<file path="src/rtl/vga_slave_rx.sv">
// Receiver for a scrambled VGA-style pixel stream: recovers h/v position from the syncs,
// validates the frame timing before asserting lock, and XOR-descrambles pixels with an LFSR keystream.
module vga_slave_rx #(
  parameter int          H_TOTAL       = 800,
  parameter int          V_TOTAL       = 525,
  parameter int          H_ACT_START   = 144,
  parameter int          V_ACT_START   = 35,
  parameter logic [11:0] KEY_ZERO_SEED = 12'hACE,
  parameter int          H_ACTIVE      = 640,
  parameter int          V_ACTIVE      = 480
) (
  input  logic        clk,
  input  logic        reset,
  input  logic [11:0] code,
  input  logic        h_sync_in,
  input  logic        v_sync_in,
  input  logic [3:0]  r_in,
  input  logic [3:0]  g_in,
  input  logic [3:0]  b_in,
  output logic        frame_pulse,
  output logic        locked,
  output logic        de_out,
  output logic [9:0]  x_out,
  output logic [9:0]  y_out,
  output logic [3:0]  r_out,
  output logic [3:0]  g_out,
  output logic [3:0]  b_out
);

  typedef enum logic [1:0] {SEARCH = 2'd0, CHECK = 2'd1, LOCKED = 2'd2} state_t;

  localparam logic [9:0] H_LAST  = 10'(H_TOTAL - 1);
  localparam logic [9:0] V_LAST  = 10'(V_TOTAL - 1);
  localparam logic [9:0] H_LO    = 10'(H_ACT_START);
  localparam logic [9:0] H_HI    = 10'(H_ACT_START + H_ACTIVE);
  localparam logic [9:0] V_LO    = 10'(V_ACT_START);
  localparam logic [9:0] V_HI    = 10'(V_ACT_START + V_ACTIVE);
  localparam logic [9:0] CNT_MAX = 10'h3FF;

  logic        hs_q, hs_d, vs_q, vs_d;
  logic        hs_prev_q, hs_prev_d, vs_prev_q, vs_prev_d;
  logic [11:0] rgb_q, rgb_d;
  logic [9:0]  h_cnt_q, h_cnt_d, v_cnt_q, v_cnt_d;
  logic        bad_q, bad_d;
  logic [11:0] lfsr_q, lfsr_d;
  state_t      state_q, state_d;
  logic        frame_pulse_q, frame_pulse_d, locked_q, locked_d, de_q, de_d;
  logic [9:0]  x_q, x_d, y_q, y_d;
  logic [11:0] pix_q, pix_d;
  logic        hs_fall, vs_fall, active, line_ok, frame_ok, lfsr_fb;

  always_comb begin
    hs_d      = h_sync_in;
    vs_d      = v_sync_in;
    rgb_d     = {r_in, g_in, b_in};
    hs_prev_d = hs_q;
    vs_prev_d = vs_q;
  end

  // Counters hold the position of the pixel currently in the input stage; a sync edge makes that pixel position 0.
  always_comb begin
    hs_fall  = hs_prev_q & ~hs_q;
    vs_fall  = vs_prev_q & ~vs_q;
    h_cnt_d  = hs_fall ? 10'd0 : ((h_cnt_q == CNT_MAX) ? h_cnt_q : h_cnt_q + 10'd1);
    v_cnt_d  = v_cnt_q;
    if (vs_fall)
      v_cnt_d = 10'd0;
    else if (hs_fall && (v_cnt_q != CNT_MAX))
      v_cnt_d = v_cnt_q + 10'd1;
    active   = (h_cnt_d >= H_LO) && (h_cnt_d < H_HI) && (v_cnt_d >= V_LO) && (v_cnt_d < V_HI);
    line_ok  = (h_cnt_q == H_LAST);
    frame_ok = !bad_q && hs_fall && line_ok && (v_cnt_q == V_LAST);
    bad_d    = bad_q;
    if (vs_fall)
      bad_d = 1'b0;
    else if (hs_fall && !line_ok)
      bad_d = 1'b1;
    lfsr_fb  = lfsr_q[11] ^ lfsr_q[10] ^ lfsr_q[9] ^ lfsr_q[3];
    lfsr_d   = lfsr_q;
    if (vs_fall)
      lfsr_d = (code == 12'd0) ? KEY_ZERO_SEED : code;
    else if (active)
      lfsr_d = {lfsr_q[10:0], lfsr_fb};
  end

  always_ff @(posedge clk or posedge reset) begin
    if (reset) begin
      hs_q      <= 1'b1;
      vs_q      <= 1'b1;
      hs_prev_q <= 1'b1;
      vs_prev_q <= 1'b1;
      rgb_q     <= '0;
      h_cnt_q   <= '0;
      v_cnt_q   <= '0;
      bad_q     <= 1'b0;
      lfsr_q    <= KEY_ZERO_SEED;
    end else begin
      hs_q      <= hs_d;
      vs_q      <= vs_d;
      hs_prev_q <= hs_prev_d;
      vs_prev_q <= vs_prev_d;
      rgb_q     <= rgb_d;
      h_cnt_q   <= h_cnt_d;
      v_cnt_q   <= v_cnt_d;
      bad_q     <= bad_d;
      lfsr_q    <= lfsr_d;
    end
  end

  always_ff @(posedge clk or posedge reset) begin
    if (reset)
      state_q <= SEARCH;
    else
      state_q <= state_d;
  end

  // A short line or an overlong frame drops lock at once; lock is only granted after one fully clean frame.
  always_comb begin
    state_d = state_q;
    case (state_q)
      SEARCH:  if (vs_fall) state_d = CHECK;
      CHECK:   if (vs_fall && frame_ok) state_d = LOCKED;
      LOCKED:  if (hs_fall && (!line_ok || (!vs_fall && (v_cnt_q == V_LAST)))) state_d = SEARCH;
      default: state_d = SEARCH;
    endcase
  end

  always_comb begin
    locked_d      = (state_d == LOCKED);
    de_d          = active && locked_d;
    frame_pulse_d = vs_fall;
    x_d           = de_d ? (h_cnt_d - H_LO) : 10'd0;
    y_d           = de_d ? (v_cnt_d - V_LO) : 10'd0;
    pix_d         = de_d ? (rgb_q ^ lfsr_q) : 12'd0;
  end

  always_ff @(posedge clk or posedge reset) begin
    if (reset) begin
      frame_pulse_q <= 1'b0;
      locked_q      <= 1'b0;
      de_q          <= 1'b0;
      x_q           <= '0;
      y_q           <= '0;
      pix_q         <= '0;
    end else begin
      frame_pulse_q <= frame_pulse_d;
      locked_q      <= locked_d;
      de_q          <= de_d;
      x_q           <= x_d;
      y_q           <= y_d;
      pix_q         <= pix_d;
    end
  end

  assign frame_pulse = frame_pulse_q;
  assign locked      = locked_q;
  assign de_out      = de_q;
  assign x_out       = x_q;
  assign y_out       = y_q;
  assign r_out       = pix_q[11:8];
  assign g_out       = pix_q[7:4];
  assign b_out       = pix_q[3:0];

endmodule

</file>
<file path="config.mk">
export PLATFORM = sky130hd
export DESIGN_NAME = vga_slave_rx
export DESIGN_NICKNAME = d
export VERILOG_FILES = /design/src/rtl/vga_slave_rx.sv
export SDC_FILE = /design/constraint.sdc
export NUM_CORES = 1
export LEC_CHECK = 0
export ABC_AREA = 1
export CAP_MARGIN = 10
export CORE_ASPECT_RATIO = 0.6
export CORE_MARGIN = 5
export CORE_UTILIZATION = 45
export CTS_BUF_LIST = sky130_fd_sc_hd__clkbuf_4
export DETAILED_ROUTE_END_ITERATION = 8
export PLACE_DENSITY = 0.7
export SYNTH_ARGS = -nofsm -noshare
export SYNTH_HDL_FRONTEND = slang
export SYNTH_SLANG_ARGS = --single-unit
export TNS_END_PERCENT = 5
</file>
<file path="constraint.sdc">
create_clock -name clk -period 2.9 [get_ports clk]
set_input_delay 0.87 -clock clk [delete_from_list [all_inputs] [get_ports clk]]
set_output_delay 0.87 -clock clk [all_outputs]
set_load 0.1 [all_outputs]
</file>
# After elaboration in Yosys (flattened, before gate mapping)
# Cells that the tools add are included.
# word_totals
ff_bits	86
latch_bits	0
ram_bits	0
romBits	0
input_bits	28
out_inout_bits	35
wordCells	75
memories	0
# op_classes
n_addsub	4
multipliers	0
div	0
order_cmp	4
n_eq_ne	7
shift	0
n_mux	16
n_bitwise	8
n_reduce_logical	20
# op_table
op	n
two-way mux 10 bit	6
two-way mux 12 bit	4
equality test 10 bit, second input constant	3
adder 10 x 1 -> 10 bit, second input constant	2
less-than comparator 10 bit, second input constant	2
logical AND 1 bit	12
zero test 12 bit	1
XOR 12 bit	1
>= comparator 10 x 6 -> 1 bit, second input constant	1
>= comparator 10 x 8 -> 1 bit, second input constant	1
inequality test 10 bit, second input constant	1
subtractor 10 x 6 -> 10 bit, second input constant	1
subtractor 10 x 8 -> 10 bit, second input constant	1
two-way mux 2 bit	3
case mux 2 bit (3 select lines)	1
equality test 2 bit, second input constant	2
nonzero test 2 bit	2
zero test 1 bit	3
XOR 1 bit	3
AND 1 bit	2
equality test 2 x 1 -> 1 bit, second input constant	1
zero test 2 bit	1
two-way mux 1 bit	2
NOT 1 bit	2
logical OR 1 bit	1

# Longest topological paths before layout
# depth
depth_word	11
mapped_depth	19
ltp_nobuf	18

# Least setup slack after synthesis
# OpenSTA, ideal clock, no wires.
# synth_timing
path_kind	register to register
startpoint	reg h_cnt_q[0]
endpoint	reg lfsr_q[0]
setup_ns	0.117
arrival_time_ns	2.289
required_time_ns	2.783
setup_slack_ns	0.494
path_stages_with_launch	17
path_buffers	1
period_less_slack_ns	2.406
cell_sequence	dfrtp_1 -> ha_1 -> nand2_1 -> nor2_4 -> nand3_4 -> a21oi_1 -> inv_1 -> ha_1 -> nand2_2 -> nand2_2 -> nand2_1 -> nor2_1 -> nor2_4 -> nand3_4 -> buf_4 -> nand3_1 -> nand2_1
# synth_between
elab_chain_len	8
word_cells_on_any_way	10
cone_classes	add/sub (1); order compare (2); eq/ne (1); mux (2); reduce/logical (4)
# synth_rtl
item	line	text
start, declared	43	logic [9:0] h_cnt_q, h_cnt_d, v_cnt_q, v_cnt_d;
start signal, assigned	103	h_cnt_q <= h_cnt_d;
adder 10 x 1 -> 10 bit / equality test 10 bit (equally long branches)	64	h_cnt_d = hs_fall ? 10'd0 : ((h_cnt_q == CNT_MAX) ? h_cnt_q : h_cnt_q + 10'd1);
two-way mux 10 bit (*) (2 in a row)	64	
via h_cnt_d[4]	43	
>= comparator 10 x 8 -> 1 bit / less-than comparator 10 bit (equally long branches)	70	active = (h_cnt_d >= H_LO) && (h_cnt_d < H_HI) && (v_cnt_d >= V_LO) && (v_cnt_d < V_HI);
logical AND 1 bit (*) (3 in a row)	70	
nonzero test 2 bit (no line) (*)	n/a	
end signal, assigned	106	lfsr_q <= lfsr_d;
end, declared	45	logic [11:0] lfsr_q, lfsr_d;
# The timed path passes the listed nets; every way through them passes the cells marked *.
# A chain may end at the register's enable or synchronous reset.

# Worst setup path in the final report
# layout_timing
startpoint	reg h_cnt_q[1]
endpoint	reg y_q[9], in the netlist y_out[9]
# layout_between
elab_chain_len	9
word_cells_on_any_way	22
cone_classes	add/sub (1); order compare (2); eq/ne (3); mux (6); reduce/logical (10)
# layout_rtl
item	line	text
adder 10 x 1 -> 10 bit (tied with other cells)	64	
two-way mux 10 bit (tied with other cells) (2 in a row)	64	
>= comparator 10 x 8 -> 1 bit (tied with other cells)	70	
logical AND 1 bit (tied with other cells)	70	
logical AND 1 bit / case mux 2 bit (3 select lines) (equally long branches)	70, 120	
logical AND 1 bit / equality test 2 bit (equally long branches)	70, 129	
logical AND 1 bit (*)	130	de_d = active && locked_d;
two-way mux 10 bit (*)	133	y_d = de_d ? (v_cnt_d - V_LO) : 10'd0;
via y_d[9]	48	logic [9:0] x_q, x_d, y_q, y_d;
end signal, assigned	150	y_q <= y_d;
end, declared	48	
# Marks and branches as above.

==> impl_metrics.py <==
metrics = {
    "cells_and_area": {
        "fillers": 799,
        "drive_gt1_share_pct": 27.1,
        "final_cell_mix": "106 x nand2_1, 75 x dfrtp_1, 54 x inv_1, 48 x buf_4, 41 x nand3_1",
        "fin_nets": 586,
        "syn_to_final_growth_pct": 22.7,
        "multiInputGateArea_sq_mm": 0.00185,
        "final_common_cell": "nand2_1",
        "design_area_sq_mm": 0.00526,
        "regArea_sq_mm": 0.00217,
        "diodes": 0,
    },
    "floorplan": {
        "rows": 27,
        "core-area_sq_mm": 0.00922,
        "initial_core_util_pct": 46.5,
        "io_pins": 63,
        "dieArea_sq_mm": 0.0116,
        "die-width_um": 136,
        "die_h_um": 85.6,
    },
    "timing": {
        "max_clock_freq_ghz": 0.365,
        "post-route-period-util_pct": 94.5,
        "setup_viol": 0,
        "tightest_slew_ns": 0.463,
        "fin_ws_ns": 0.159,
        "whs_ns": 0.393,
        "relSlewSlack_pct": 68.9,
        "drv_slew": 0,
        "clock_skew_ns": 0.0125,
        "hold_violations": 0,
        "fin_crit_ns": 2.74,
    },
    "power": {
        "ir_worst_vdd_uv": 282,
        "p_leak_nw": 2.63,
        "powerDensity_mw_per_mm2": 494,
    },
    "place": {
        "pre_cts_slack_ns": 0.0169,
        "place_area_sq_mm": 0.00503,
        "portBuffers": 62,
        "dpl.hpwl_um": 7230,
        "gp_congestion": 0.860,
    },
    "setup_path": {
        "cp-end-kind": "register",
        "cp-start-kind": "register",
        "critical_path.top_delay_family": "simple AND/OR/NAND/NOR gates",
        "critPathMaxStageDelay_ns": 0.40,
        "reg2reg_slack_ns": 0.16,
        "reg2regPathDepth": 16,
        "cp_slowest_cell": "dfrtp_1",
        "r2r_start": "h_cnt_q[1]$_DFF_PP0_",
        "path_cells": "ha_1 > nand2_1 > nor2_4 > nand3_4 > nand4_1 > xnor2_1 > nand2_2 > ha_1 > nand2_2 > nand2_2 > nand2_1 > nor2_1 > nor2_4 > nand4_4 > buf_12 > nor2_1",
        "worstPathArrival_ns": 3.11,
        "required_ns": 3.27,
        "cp.buffers_inverters": 1,
        "r2r_end": "y_out[9]$_DFF_PP0_",
        "worstPathMaxFanout": 20,
        "worst_path_most_repeated_cell": "nand2_2",
        "worstSetupPathType": "reg -> reg",
    },
    "yosys": {
        "syn_nets": 507,
        "synthTopCellsByArea": "dfrtp_1 44%, nand2_1 9.4%, dfstp_2 6.7%, inv_1 4.8%, nand3_1 4.8%",
        "syn_inst": 473,
        "synth.avg_cell_area_sq_um": 9.06,
        "synth_area_sq_mm": 0.00428,
        "synthDistinctLibCells": 33,
        "synth-seq-cells": 86,
        "seq_area_frac_synth_pct": 50.6,
        "netlist.top_cell.by_area": "dfrtp_1",
        "synth.top_cell.area_share_pct": 43.8,
        "yosys_warnings": 0,
    },
    "detailed_routing": {
        "wl_per_cell_um": 14.0,
        "routed_wirelength_um": 9640,
        "vias_per_cell": 4.94,
        "vias": 3394,
        "dr.pass1.iters": 5,
        "drc": 0,
        "final_antenna_net_count": 0,
        "drt_iter0_markers": 172,
    },
    "hold_path": {
        "holdPathStages": 0,
        "hold-path-endpoint": "hs_prev_q$_DFF_PP1_",
        "hp-class": "reg -> reg",
        "hp-start": "hs_prev_d$_DFF_PP1_",
    },
    "clocking": {
        "clkSlewWorstSetupHoldPaths_ns": 0.13,
        "ctsRootBufferMaster": "clkbuf_4",
        "insertion_delay_ns": 0.43,
        "hold_buffers": 0,
        "cts_sinks": 86,
        "cts_buffer_depth": 2,
        "cts_tree": "done",
        "cts-htree-levels": 3,
        "numCtsBuffers": 9,
    },
    "global_route": {
        "antenna_found_initial": 0,
        "overflow": 0,
        "grt_max_degree": 58,
        "grt_pass1_wl_um": 16200,
        "grt_usage_pct": 17.6,
        "grt_pass1_vias": 3286,
    },
    "job": {
        "cap_violations": 0,
    },
    "status": {
        "status": "finished clean",
    },
}
## sequential cells by signal, indices dropped and copies added (netlist names), 2 cells and up
name,cells
lfsr_q,12
pix_q,12
rgb_q,12
h_cnt_q,10
state_q,2
v_cnt_q,10
y_out,10
x_out,10
## cells by family after synthesis
family,count (synthesis),synth area share (%)
compound gates,24,3.24
flops,86,50.6
xor+xnor,26,5.32
simple gates,262,32.1
buf+inv,69,7.04
fa+ha+maj,6,1.75
## stage by stage
stage               setup TNS [ns]  cells  utilization [%]  total power [mW]
floorplan                        0    473                -              1.70
global placement                 0    667             54.6              1.84
detailed placement               0    667             54.6              1.85
CTS                              0    683             56.3              2.62
global route                -0.460    687             57.0              2.74
finish                           0    687             57.0              2.60
## worst register-to-register path, delay by kind of cell, from the launching register on
kind	cells	cell delay, ns
adder cells (fa/ha/maj)	2	0.44
AND/OR/NAND/NOR	12	1.50
flip-flops	1	0.40
XOR/XNOR	1	0.16
buffers and inverters	1	0.21
## area by class of cell
class                           count  area share, %
Clock buffer                       10           1.43
Inverter                           59           4.29
Multi-Input combinational cell    318           35.2
Sequential cell                    86           41.2
Clock inverter                      6           1.64
Timing Repair Buffer               78           13.1
Tap cell                          130           3.10
## cells in the mapped netlist (all sizes together)
master,n
nand2,120
dfrtp,75
nor2,71
inv,59
nand3,51
xnor2,17
a21oi,13
dfstp,11
nand4,9
o21ai,9
xor2,9
buf,7
ha,6
nor4,4
clkbuf,3
nand3b,3
nor3,2
a211oi,1
a31oi,1
nor3b,1
or2,1
## routing by layer
layer | global-route usage (%) | part of all wire (%) | up-vias
met5 | 0 | 0 | -
met1 | 26.2 | 50 | 1632
li1 | - | - | 1644
met3 | 4.34 | 4.8 | 16
met2 | 25.4 | 44 | 102
met4 | 5.40 | 1.4 | 0
## power by group
part / switching [mW] / internal, mW / total (mW)
clock: 0.406 / 0.360 / 0.766
combinational: 0.266 / 0.193 / 0.459
sequential: 0.0813 / 1.29 / 1.37
## how the worst max path moves through the flow
stage,cells after the start,slack (ns),end,start
finish,16,0.16,y_out[9]$_DFF_PP0_,h_cnt_q[1]$_DFF_PP0_
detailed placement,16,0.02,lfsr_q[7]$_DFFE_PP1P_,h_cnt_q[1]$_DFF_PP0_
CTS,17,0.08,lfsr_q[7]$_DFFE_PP1P_,h_cnt_q[1]$_DFF_PP0_
global route,17,-0.05,lfsr_q[7]$_DFFE_PP1P_,h_cnt_q[0]$_DFF_PP0_
floorplan,16,0.49,lfsr_q[0]$_DFFE_PP0P_,h_cnt_q[0]$_DFF_PP0_
global placement,16,0.20,lfsr_q[2]$_DFFE_PP1P_,h_cnt_q[0]$_DFF_PP0_
## timing repair
item	CTS	global route
endpoints found under the setup margin	4	43
pin swaps	0	2
buffers inserted	0	4
resized for setup	1	6
(Power assumes the default switching activity.)
